[src/rtl/fir_pkg.sv]
// Shared FIR constants: word widths and coefficient scale used by the FIR stage
// and by the output requantiser.
package fir_pkg;

  // FIR accumulator output width
  localparam int FIR_N3 = 32;
  // Output sample width
  localparam int FIR_N2 = 16;
  // Fractional bits of the Q7 coefficients
  localparam int FIR_COEF_FRAC = 7;

endpackage

[src/rtl/fir_out_fifo.sv]
// Output FIFO of the requantiser: registered head word and valid flag,
// wrapping read/write pointers, push into a full FIFO accepted only with a pop.
module fir_out_fifo
  import fir_pkg::*;
#(
  parameter int W     = FIR_N2,
  parameter int DEPTH = 4,
  parameter int LW    = $clog2(DEPTH) + 1
) (
  input  logic          clk,
  input  logic          rst_n,
  input  logic          clr,
  input  logic          push,
  input  logic [W-1:0]  push_data,
  input  logic          pop,
  output logic          full,
  output logic          empty,
  output logic [LW-1:0] level,
  output logic [W-1:0]  out_data,
  output logic          out_valid
);

  localparam int PW = (DEPTH > 1) ? $clog2(DEPTH) : 1;

  logic [W-1:0]  mem [DEPTH];
  logic [PW-1:0] rd_ptr_r;
  logic [PW-1:0] wr_ptr_r;
  logic [LW-1:0] count_r;
  logic          valid_r;
  logic [W-1:0]  head_r;

  logic          pop_s;
  logic          push_s;
  logic [PW-1:0] rd_next_s;
  logic [PW-1:0] wr_next_s;
  logic [LW-1:0] count_next_s;
  logic [W-1:0]  head_next_s;

  // Pointer increment with explicit wrap at DEPTH-1
  function automatic logic [PW-1:0] ptr_inc(input logic [PW-1:0] p);
    if (p == PW'(DEPTH - 1)) begin
      return {PW{1'b0}};
    end else begin
      return p + PW'(1);
    end
  endfunction

  // Next-state decode: accepted push/pop, pointers, occupancy and next head word
  always_comb begin
    full         = (count_r == LW'(DEPTH));
    pop_s        = pop && valid_r;
    push_s       = push && (!full || pop_s);
    rd_next_s    = pop_s ? ptr_inc(rd_ptr_r) : rd_ptr_r;
    wr_next_s    = push_s ? ptr_inc(wr_ptr_r) : wr_ptr_r;
    case ({push_s, pop_s})
      2'b10:   count_next_s = count_r + LW'(1);
      2'b01:   count_next_s = count_r - LW'(1);
      default: count_next_s = count_r;
    endcase
    // A push lands at the head when the FIFO is empty once this edge's pop is done
    if (count_next_s == {LW{1'b0}}) begin
      head_next_s = {W{1'b0}};
    end else if (push_s && (count_r == (pop_s ? LW'(1) : LW'(0)))) begin
      head_next_s = push_data;
    end else begin
      head_next_s = mem[rd_next_s];
    end
  end

  // Storage write; contents are intentionally not reset
  always_ff @(posedge clk) begin
    if (push_s && !clr) begin
      mem[wr_ptr_r] <= push_data;
    end
  end

  // Control state: pointers, occupancy, valid flag and registered head word
  always_ff @(posedge clk or negedge rst_n) begin
    if (!rst_n) begin
      rd_ptr_r <= {PW{1'b0}};
      wr_ptr_r <= {PW{1'b0}};
      count_r  <= {LW{1'b0}};
      valid_r  <= 1'b0;
      head_r   <= {W{1'b0}};
    end else if (clr) begin
      rd_ptr_r <= {PW{1'b0}};
      wr_ptr_r <= {PW{1'b0}};
      count_r  <= {LW{1'b0}};
      valid_r  <= 1'b0;
      head_r   <= {W{1'b0}};
    end else begin
      rd_ptr_r <= rd_next_s;
      wr_ptr_r <= wr_next_s;
      count_r  <= count_next_s;
      valid_r  <= (count_next_s != {LW{1'b0}});
      head_r   <= head_next_s;
    end
  end

  assign empty     = !valid_r;
  assign level     = count_r;
  assign out_data  = head_r;
  assign out_valid = valid_r;

endmodule

[src/rtl/fir_out_requant.sv]
// FIR output requantiser: decimate, round (half toward +inf), shift out the
// coefficient scale, saturate to N2 bits, one pipeline stage, then output FIFO.
// Optional feature macro: FIR_REQUANT_SATCNT_EN adds the 16-bit sat_count output.
module fir_out_requant
  import fir_pkg::*;
#(
  parameter int N3    = FIR_N3,
  parameter int N2    = FIR_N2,
  parameter int SHIFT = FIR_COEF_FRAC,
  parameter int DECIM = 1,
  parameter int DEPTH = 4
) (
  input  logic                    CLK,
  input  logic                    RST_N,
  input  logic                    ENABLE,
  input  logic signed [N3-1:0]    filter_data,
  input  logic                    CLR,
  output logic signed [N2-1:0]    out_data,
  output logic                    out_valid,
  input  logic                    out_ready,
  output logic [$clog2(DEPTH):0]  level,
  output logic                    overflow
`ifdef FIR_REQUANT_SATCNT_EN
  , output logic [15:0]           sat_count
`endif
);

  localparam int SW = N3 + 1;
  localparam int DW = (DECIM > 1) ? $clog2(DECIM) : 1;
  localparam logic signed [SW-1:0] ROUND_BIAS = SW'(64'sd1 <<< (SHIFT - 1));
  localparam logic signed [SW-1:0] SAT_MAX    = SW'((64'sd1 <<< (N2 - 1)) - 64'sd1);
  localparam logic signed [SW-1:0] SAT_MIN    = SW'(-(64'sd1 <<< (N2 - 1)));

  logic signed [SW-1:0] ext_s;
  logic signed [SW-1:0] sum_s;
  logic signed [SW-1:0] shr_s;
  logic [N2-1:0]        req_s;
  logic                 sat_s;
  logic                 keep_s;
  logic                 pop_s;
  logic                 full_s;
  logic                 empty_s;

  logic [DW-1:0]        dcnt_r;
  logic                 stage_valid_r;
  logic [N2-1:0]        stage_data_r;
  logic                 overflow_r;

  // Requantise: one extra bit of headroom so the rounding bias cannot wrap
  always_comb begin
    ext_s = {filter_data[N3-1], filter_data};
    sum_s = ext_s + ROUND_BIAS;
    shr_s = sum_s >>> SHIFT;
    if (shr_s > SAT_MAX) begin
      req_s = SAT_MAX[N2-1:0];
      sat_s = 1'b1;
    end else if (shr_s < SAT_MIN) begin
      req_s = SAT_MIN[N2-1:0];
      sat_s = 1'b1;
    end else begin
      req_s = shr_s[N2-1:0];
      sat_s = 1'b0;
    end
    keep_s = ENABLE && (dcnt_r == {DW{1'b0}});
    pop_s  = out_ready && !empty_s;
  end

  // Decimation counter: advances on every accepted sample, wraps at DECIM-1
  always_ff @(posedge CLK or negedge RST_N) begin
    if (!RST_N) begin
      dcnt_r <= {DW{1'b0}};
    end else if (CLR) begin
      dcnt_r <= {DW{1'b0}};
    end else if (ENABLE) begin
      dcnt_r <= (dcnt_r == DW'(DECIM - 1)) ? {DW{1'b0}} : dcnt_r + DW'(1);
    end else begin
      dcnt_r <= dcnt_r;
    end
  end

  // Pipeline stage holding the requantised kept sample for one cycle
  always_ff @(posedge CLK or negedge RST_N) begin
    if (!RST_N) begin
      stage_valid_r <= 1'b0;
      stage_data_r  <= {N2{1'b0}};
    end else if (CLR) begin
      stage_valid_r <= 1'b0;
      stage_data_r  <= {N2{1'b0}};
    end else begin
      stage_valid_r <= keep_s;
      stage_data_r  <= keep_s ? req_s : stage_data_r;
    end
  end

  // Sticky overflow: a staged sample meets a full FIFO with no pop
  always_ff @(posedge CLK or negedge RST_N) begin
    if (!RST_N) begin
      overflow_r <= 1'b0;
    end else if (CLR) begin
      overflow_r <= 1'b0;
    end else if (stage_valid_r && full_s && !pop_s) begin
      overflow_r <= 1'b1;
    end else begin
      overflow_r <= overflow_r;
    end
  end

  assign overflow = overflow_r;

`ifdef FIR_REQUANT_SATCNT_EN
  logic [15:0] sat_count_r;

  // Count saturated kept samples, holding at all-ones
  always_ff @(posedge CLK or negedge RST_N) begin
    if (!RST_N) begin
      sat_count_r <= 16'h0000;
    end else if (CLR) begin
      sat_count_r <= 16'h0000;
    end else if (keep_s && sat_s && (sat_count_r != 16'hFFFF)) begin
      sat_count_r <= sat_count_r + 16'h0001;
    end else begin
      sat_count_r <= sat_count_r;
    end
  end

  assign sat_count = sat_count_r;
`endif

  fir_out_fifo #(
    .W     (N2),
    .DEPTH (DEPTH),
    .LW    ($clog2(DEPTH) + 1)
  ) u_fifo (
    .clk       (CLK),
    .rst_n     (RST_N),
    .clr       (CLR),
    .push      (stage_valid_r),
    .push_data (stage_data_r),
    .pop       (out_ready),
    .full      (full_s),
    .empty     (empty_s),
    .level     (level),
    .out_data  (out_data),
    .out_valid (out_valid)
  );

endmodule
[config.mk]
export PLATFORM = sky130hd
export DESIGN_NAME = fir_out_requant
export DESIGN_NICKNAME = d
export VERILOG_FILES = /design/src/rtl/fir_pkg.sv /design/src/rtl/fir_out_fifo.sv /design/src/rtl/fir_out_requant.sv
export SDC_FILE = /design/constraint.sdc
export NUM_CORES = 1
export LEC_CHECK = 0
export CAP_MARGIN = 0
export CORE_ASPECT_RATIO = 1.1
export CORE_MARGIN = 2
export CORE_UTILIZATION = 56
export DETAILED_ROUTE_END_ITERATION = 8
export GPL_ROUTABILITY_DRIVEN = 1
export PLACE_DENSITY = 0.8
export SETUP_SLACK_MARGIN = 0.4
export SYNTH_ARGS = -nofsm -noshare
export SYNTH_HDL_FRONTEND = slang
export SYNTH_HIERARCHICAL = 1
export SYNTH_SLANG_ARGS = --single-unit
[constraint.sdc]
create_clock -name CLK -period 2.8 [get_ports CLK]
set_input_delay 0.56 -clock CLK [delete_from_list [all_inputs] [get_ports CLK]]
set_output_delay 0.56 -clock CLK [all_outputs]
set_load 0.05 [all_outputs]
==> metrics.txt, run 1 <==
status=finished, final reports clean; Sw Ratio=0.349; row count=36; DRC=0; antenna viol nets, final=0; CTS clk-pin slew, worst paths=0.11 ns; CP arrival=2.62 ns; area of the multi-input gates=2020 sq um; first-pass GRT wire length=18.1 mm; cell family with most CP delay=simple AND/OR/NAND/NOR gates; syn_area_per_cell=12.6 sq um; CP cell instances=and3b_2 -> fa_2 -> and4bb_1 -> a31oi_4 -> mux2_4 -> o21ba_4 -> buf_12 -> a21oi_4; post-synthesis net count=437; PwrDens=708 nW/um^2; chip width=93.8 um; Hold WC Path Type=in -> async; diodes inserted=0; slowest cell on the critical path=dfrtp_2; die footprint=9630 sq um; number of max-cap violations=0; sw power=1620 uW; initial core utilization=0.568; slowest stage delay, CP=0.47 ns; fraction of registers with async set/reset=0.396; Crit. End Element=flip-flop; DR iter-0 viols=272; Port Buf Inserts=51; unrepaired setup endpoints after global routing=yes; I/O Pins=58; routability cong.=0.866; busiest grt layer=met2; Required @ worst endpoint=3.07 ns; share of cells above drive strength 1=0.309; Core Util, Final=0.751; first-pass iteration count of the detailed router=5; CTS Root Cell=clkbuf_8; Gate power share=0.355; Setup CP Type=reg -> reg; Slew Limit Fails=0; skew final=0.0119 ns; Cell variety after synth=57; Reg area=2970 sq um; total global routing overflow=0; Max transition margin=0.331; Clk pwr share=0.230; CTS Buf Count=9; fmax=0.425 GHz; Leak=0.00264 uW; filler instances=540; final setup fails=0; fin crit share=0.841; GRT Total Usage=0.246; area grow syn2layout=32.2%; core region area=8740 sq um; final hold vios=0; CTS H-tree lvls=3; Die H=103 um; Yosys reg bits=106; routed via count=3,698; Tmin final=2.35 ns; nets@finish=553; Area after DPL=6050 sq um; pin count of the biggest net entering global routing=43; Vias per Instance=5.89; EDFF count, synth=64; yosys warns=6; critical path fanouts, max=8; sequential power share=0.415; met1 usage=0.296; Post-Synthesis Cells=393; Routed WL=11.4 mm; Sink Count=106; Primary FF master, synth=edfxtp_1; Post-Syn Area=4960 sq um; Final Cell Area=6560 sq um; CP Buf/Inv Count=1; initial antenna violation count=0; met2 Usage GRT=0.447; Worst-Margin Slew=1.00 ns; total power=4650 uW; CTS tree=done; WL per Instance=18.2 um; internal cell power=3030 uW; met3 Usage GRT=0.0336; vias in the first global route=3,774; startpoint types=flip-flop; DP Wirelength=7.15 mm; most common cell after layout, fill and taps aside=edfxtp_1; most frequent cells in the layout=64 x edfxtp_1, 62 x buf_4, 44 x nand2_1; peak supply drop=0.000409 V; setup_tns=0 ns; worst-skew pair later-pin latency=0.38 ns; sequential area share after synthesis=0.599; Clock Path Buffers=2
## synthesized netlist by cell type (9+ instances only)
library cell / instances / area [sq um]
a211oi_1: 16 / 120
a21oi_2: 10 / 87.6
a221o_1: 10 / 100
a311o_1: 16 / 160
and3_1: 17 / 106
clkbuf_1: 9 / 33.8
dfrtp_1: 42 / 1050
edfxtp_1: 64 / 1920
nand2_1: 44 / 165
nand3_1: 29 / 145
nand4_1: 9 / 56.3
nor2_1: 18 / 67.6
xnor2_1: 14 / 123
## metrics by stage
| stage | instances | hold slack [ns] | setup slack, ns |
|---|---|---|---|
| after global placement | 593 | 0.484 | -0.200 |
| after floorplan | 393 | 0.264 | 0.399 |
| after detailed placement | 593 | 0.498 | -0.232 |
| final | 628 | 0.345 | 0.447 |
| after CTS | 622 | 0.356 | 0.388 |
| after global routing | 628 | 0.404 | 0.375 |
## power groups by stage
stage / Sequential (uW) / Combinational, uW / Clock [uW]
3_5_place_dp: 1970 / 1560 / 0
4_1_cts: 1930 / 1580 / 1080
6_report: 1930 / 1650 / 1070
3_3_place_gp: 1960 / 1530 / 0
2_1_floorplan: 2310 / 640 / 0
5_1_grt: 1950 / 1750 / 1130
## flip-flops by register name (all words and copies together) (netlist names)
register	count
overflow	1
u_fifo/out_valid	1
u_fifo/level	3
u_fifo/rd_ptr_r	2
u_fifo/wr_ptr_r	2
stage_data_r	16
u_fifo/mem	64
u_fifo/out_data	16
stage_valid_r	1
## path summary, 6_finish.rpt
path | startpoint | to | slack (ns) | cells after the start
min reg2reg | overflow | overflow | 0.51 | 2
max reg2reg | u_fifo/out_valid | u_fifo/out_data[14] | 0.45 | 8
max in group asynchronous | RST_N | u_fifo/out_valid | 1.78 | 1
min in group CLK | overflow | overflow | 0.51 | 2
max | u_fifo/out_valid | u_fifo/out_data[14] | 0.45 | 8
min | RST_N | u_fifo/out_data[4] | 0.35 | 1
## routing by layer
metal | routed length (um) | share of wire
met1 | 4460 | 0.39
met2 | 6120 | 0.53
met3 | 591 | 0.052
met4 | 275 | 0.024
met5 | 0 | 0
## area by class of cell
type | count | area share
Multi-Input combinational cell | 258 | 0.308
Tap cell | 114 | 0.0217
Clock buffer | 9 | 0.0189
Clock inverter | 7 | 0.0170
Inverter | 8 | 0.00458
Sequential cell | 106 | 0.453
Timing Repair Buffer | 126 | 0.177
## repair_timing
item / in CTS / in global routing
endpoints found under the setup margin: 22 / 31
gates cloned: 1 / 0
hold endpoints to repair: 0 / 0
setup buffers: 12 / 6
pin swaps: 19 / 12
hold buffers: 0 / 0
gates resized for setup: 45 / 39
## cells by family (layout without fill, tap and decap cells)
logic type / after synthesis / count (layout) / share of synthesized area
compound gates: 78 / 78 / 0.139
xor+xnor: 22 / 22 / 0.0388
fa+ha+maj: 7 / 7 / 0.0192
buf+inv: 29 / 150 / 0.0295
flops: 106 / 106 / 0.599
mux: 6 / 6 / 0.0136
simple gates: 145 / 145 / 0.161
Power figures use the tool's default switching activity.
==> run 2: changes to the inputs <==
- clock period: 2.8 -> 2.29 ns (I/O delays scaled with it)
==> metrics.txt, run 2 (synthesized netlist as in run 1, its figures left out) <==
final worst slack=0.0675 ns (-0.379 ns); area grow syn2layout=34.6%; CTS H-tree lvls=3 (unchanged); cts hold-fix bufs=0 (unchanged); met3 wire length=590 um (-0.17%); row count=36 (unchanged); Routed WL=11.6 mm (+1.6%); DP Wirelength=7.75 mm (+8.4%); unrepaired setup endpoints after global routing=yes; fmax=0.450 GHz (+5.9%); pin count of the biggest net entering global routing=34 (-21%); first-pass iteration count of the detailed router=4 (-1); Place WS=-0.571 ns (-0.339 ns); antenna viol nets, final=0 (unchanged); CTS clk-pin slew, worst paths=0.11 ns (about the same); CP startpoint=u_fifo/out_valid; DRC=0 (unchanged); worst r2r src=u_fifo/out_valid; Reg area=2980 sq um (about the same); CP arrival=2.48 ns (-0.14 ns); CTS tree=done; Port Buf Inserts=51 (unchanged); chip width=93.8 um (unchanged); final setup fails=0 (unchanged); skew final=0.0133 ns (+0.00136 ns); Die H=103 um (unchanged); final hold vios=0 (unchanged); Tmin final=2.22 ns (-0.131 ns); Clock Path Buffers=2 (unchanged); PwrDens=835 nW/um^2 (+18%); I/O Pins=58 (unchanged); Vias per Instance=5.83 (-1.0%); Reg with most FFs=u_fifo/mem; Required @ worst endpoint=2.55 ns (-0.52 ns); filler instances=564 (+4.4%); max FFs per register=64 (unchanged); routed via count=3,725 (+0.73%); initial core utilization=0.568 (unchanged); top layer in use=met4; M1 WL=4.51 mm (+0.99%); WL per Instance=18.2 um (-0.12%); core region area=8740 sq um (unchanged); capturing point of the worst reg2reg path=u_fifo/out_data[4]; Worst-Margin Slew=0.991 ns (-0.0119 ns); number of max-cap violations=0 (unchanged); Routed met2 length=6.22 mm (+1.8%); startpoint types=flip-flop; CTS Root Cell=clkbuf_8; setup_tns=0 ns (unchanged); Crit. End Element=flip-flop; CTS Buf Count=9 (unchanged); Hold WC Path Type=in -> async; share of cells above drive strength 1=0.349 (+0.0392); area of the multi-input gates=2060 sq um (+2.1%); most frequent cells in the layout=69 x buf_4, 64 x edfxtp_1, 43 x nand2_1; Slew Limit Fails=0 (unchanged); total global routing overflow=0 (unchanged); Max transition margin=0.337 (+0.00550); DR iter-0 viols=198 (-27%); fin crit share=0.971 (+0.130); status=finished, final reports clean; diodes inserted=0 (unchanged); first-pass GRT wire length=18.5 mm (+2.1%); die footprint=9630 sq um (unchanged); nets@finish=564 (+2.0%); Leak=0.00277 uW (+5.1%); Sink Count=106 (unchanged); initial antenna violation count=0 (unchanged); routability cong.=0.876 (+1.1%); critical path fanouts, max=9 (+1); Worst R2R Path Depth=8 (unchanged); critical path capture point=u_fifo/out_data[4]; worst-skew pair later-pin latency=0.37 ns (about the same); GRT Total Usage=0.254 (+0.00801); peak supply drop=0.000456 V (+12%); Core Util, Final=0.764 (+0.0133); most common cell after layout, fill and taps aside=buf_4; flop-to-flop setup slack=0.07 ns (-0.38 ns); vias in the first global route=3,792 (+0.48%); Setup CP Type=reg -> reg
-- run 2: area by class of cell --
| cell class | instances | share of cell area |
|---|---|---|
| multi-input combinational | 258 | 0.309 |
| inverter | 8 | 0.00450 |
| timing repair buffer | 137 | 0.186 |
| clock inverter | 6 | 0.0112 |
| tap | 114 | 0.0214 |
| clock buffer | 10 | 0.0223 |
| sequential | 106 | 0.446 |
-- run 2: power by group --
part | switching [uW] | internal, uW
Sequential | 109 | 2220
Combinational | 1210 | 790
Clock | 654 | 591
-- run 2: timing repair --
action	in CTS	in global routing
endpoints found under the setup margin	118	99
gates resized for setup	94	32
buffers inserted	6	3
gates cloned	1	0
pin swaps	21	16
-- run 2: worst min-delay path by stage --
stage               depth (start not counted)   from                 end  slack (ns)
global placement                            2  RST_N  u_fifo/out_data[1]        0.42
finish                                      2  RST_N  u_fifo/out_data[7]        0.02
detailed placement                          2  RST_N  u_fifo/out_data[1]        0.42
floorplan                                   0  RST_N            overflow        0.16
global route                                2  RST_N  u_fifo/out_data[9]        0.02
CTS                                         2  RST_N  u_fifo/out_data[9]        0.01
-- run 2: worst max-delay path, cell delays in order (launching register included) --
cell	delay, ns
dfrtp_2	0.42
and3b_1	0.20
fa_2	0.34
and4bb_1	0.31
a31oi_4	0.04
mux2_4	0.31
o21ba_4	0.29
buf_12	0.15
a21oi_1	0.06
-- run 2: through the flow --
stage / hold slack (ns) / cells / power (uW) / area (sq um)
after floorplan: 0.162 / 393 / 3620 / 5020
after global placement: 0.424 / 613 / 4350 / 6250
after detailed placement: 0.425 / 613 / 4410 / 6250
after CTS: 0.00975 / 636 / 5590 / 6640
after global routing: 0.0230 / 639 / 5810 / 6680
final: 0.0211 / 639 / 5570 / 6680
-- run 2: routing by layer --
metal | vias up | GRT usage
li1 | 1756 | -
met1 | 1810 | 0.301
met2 | 134 | 0.456
met3 | 25 | 0.0314
met4 | 0 | 0.134
met5 | - | 0
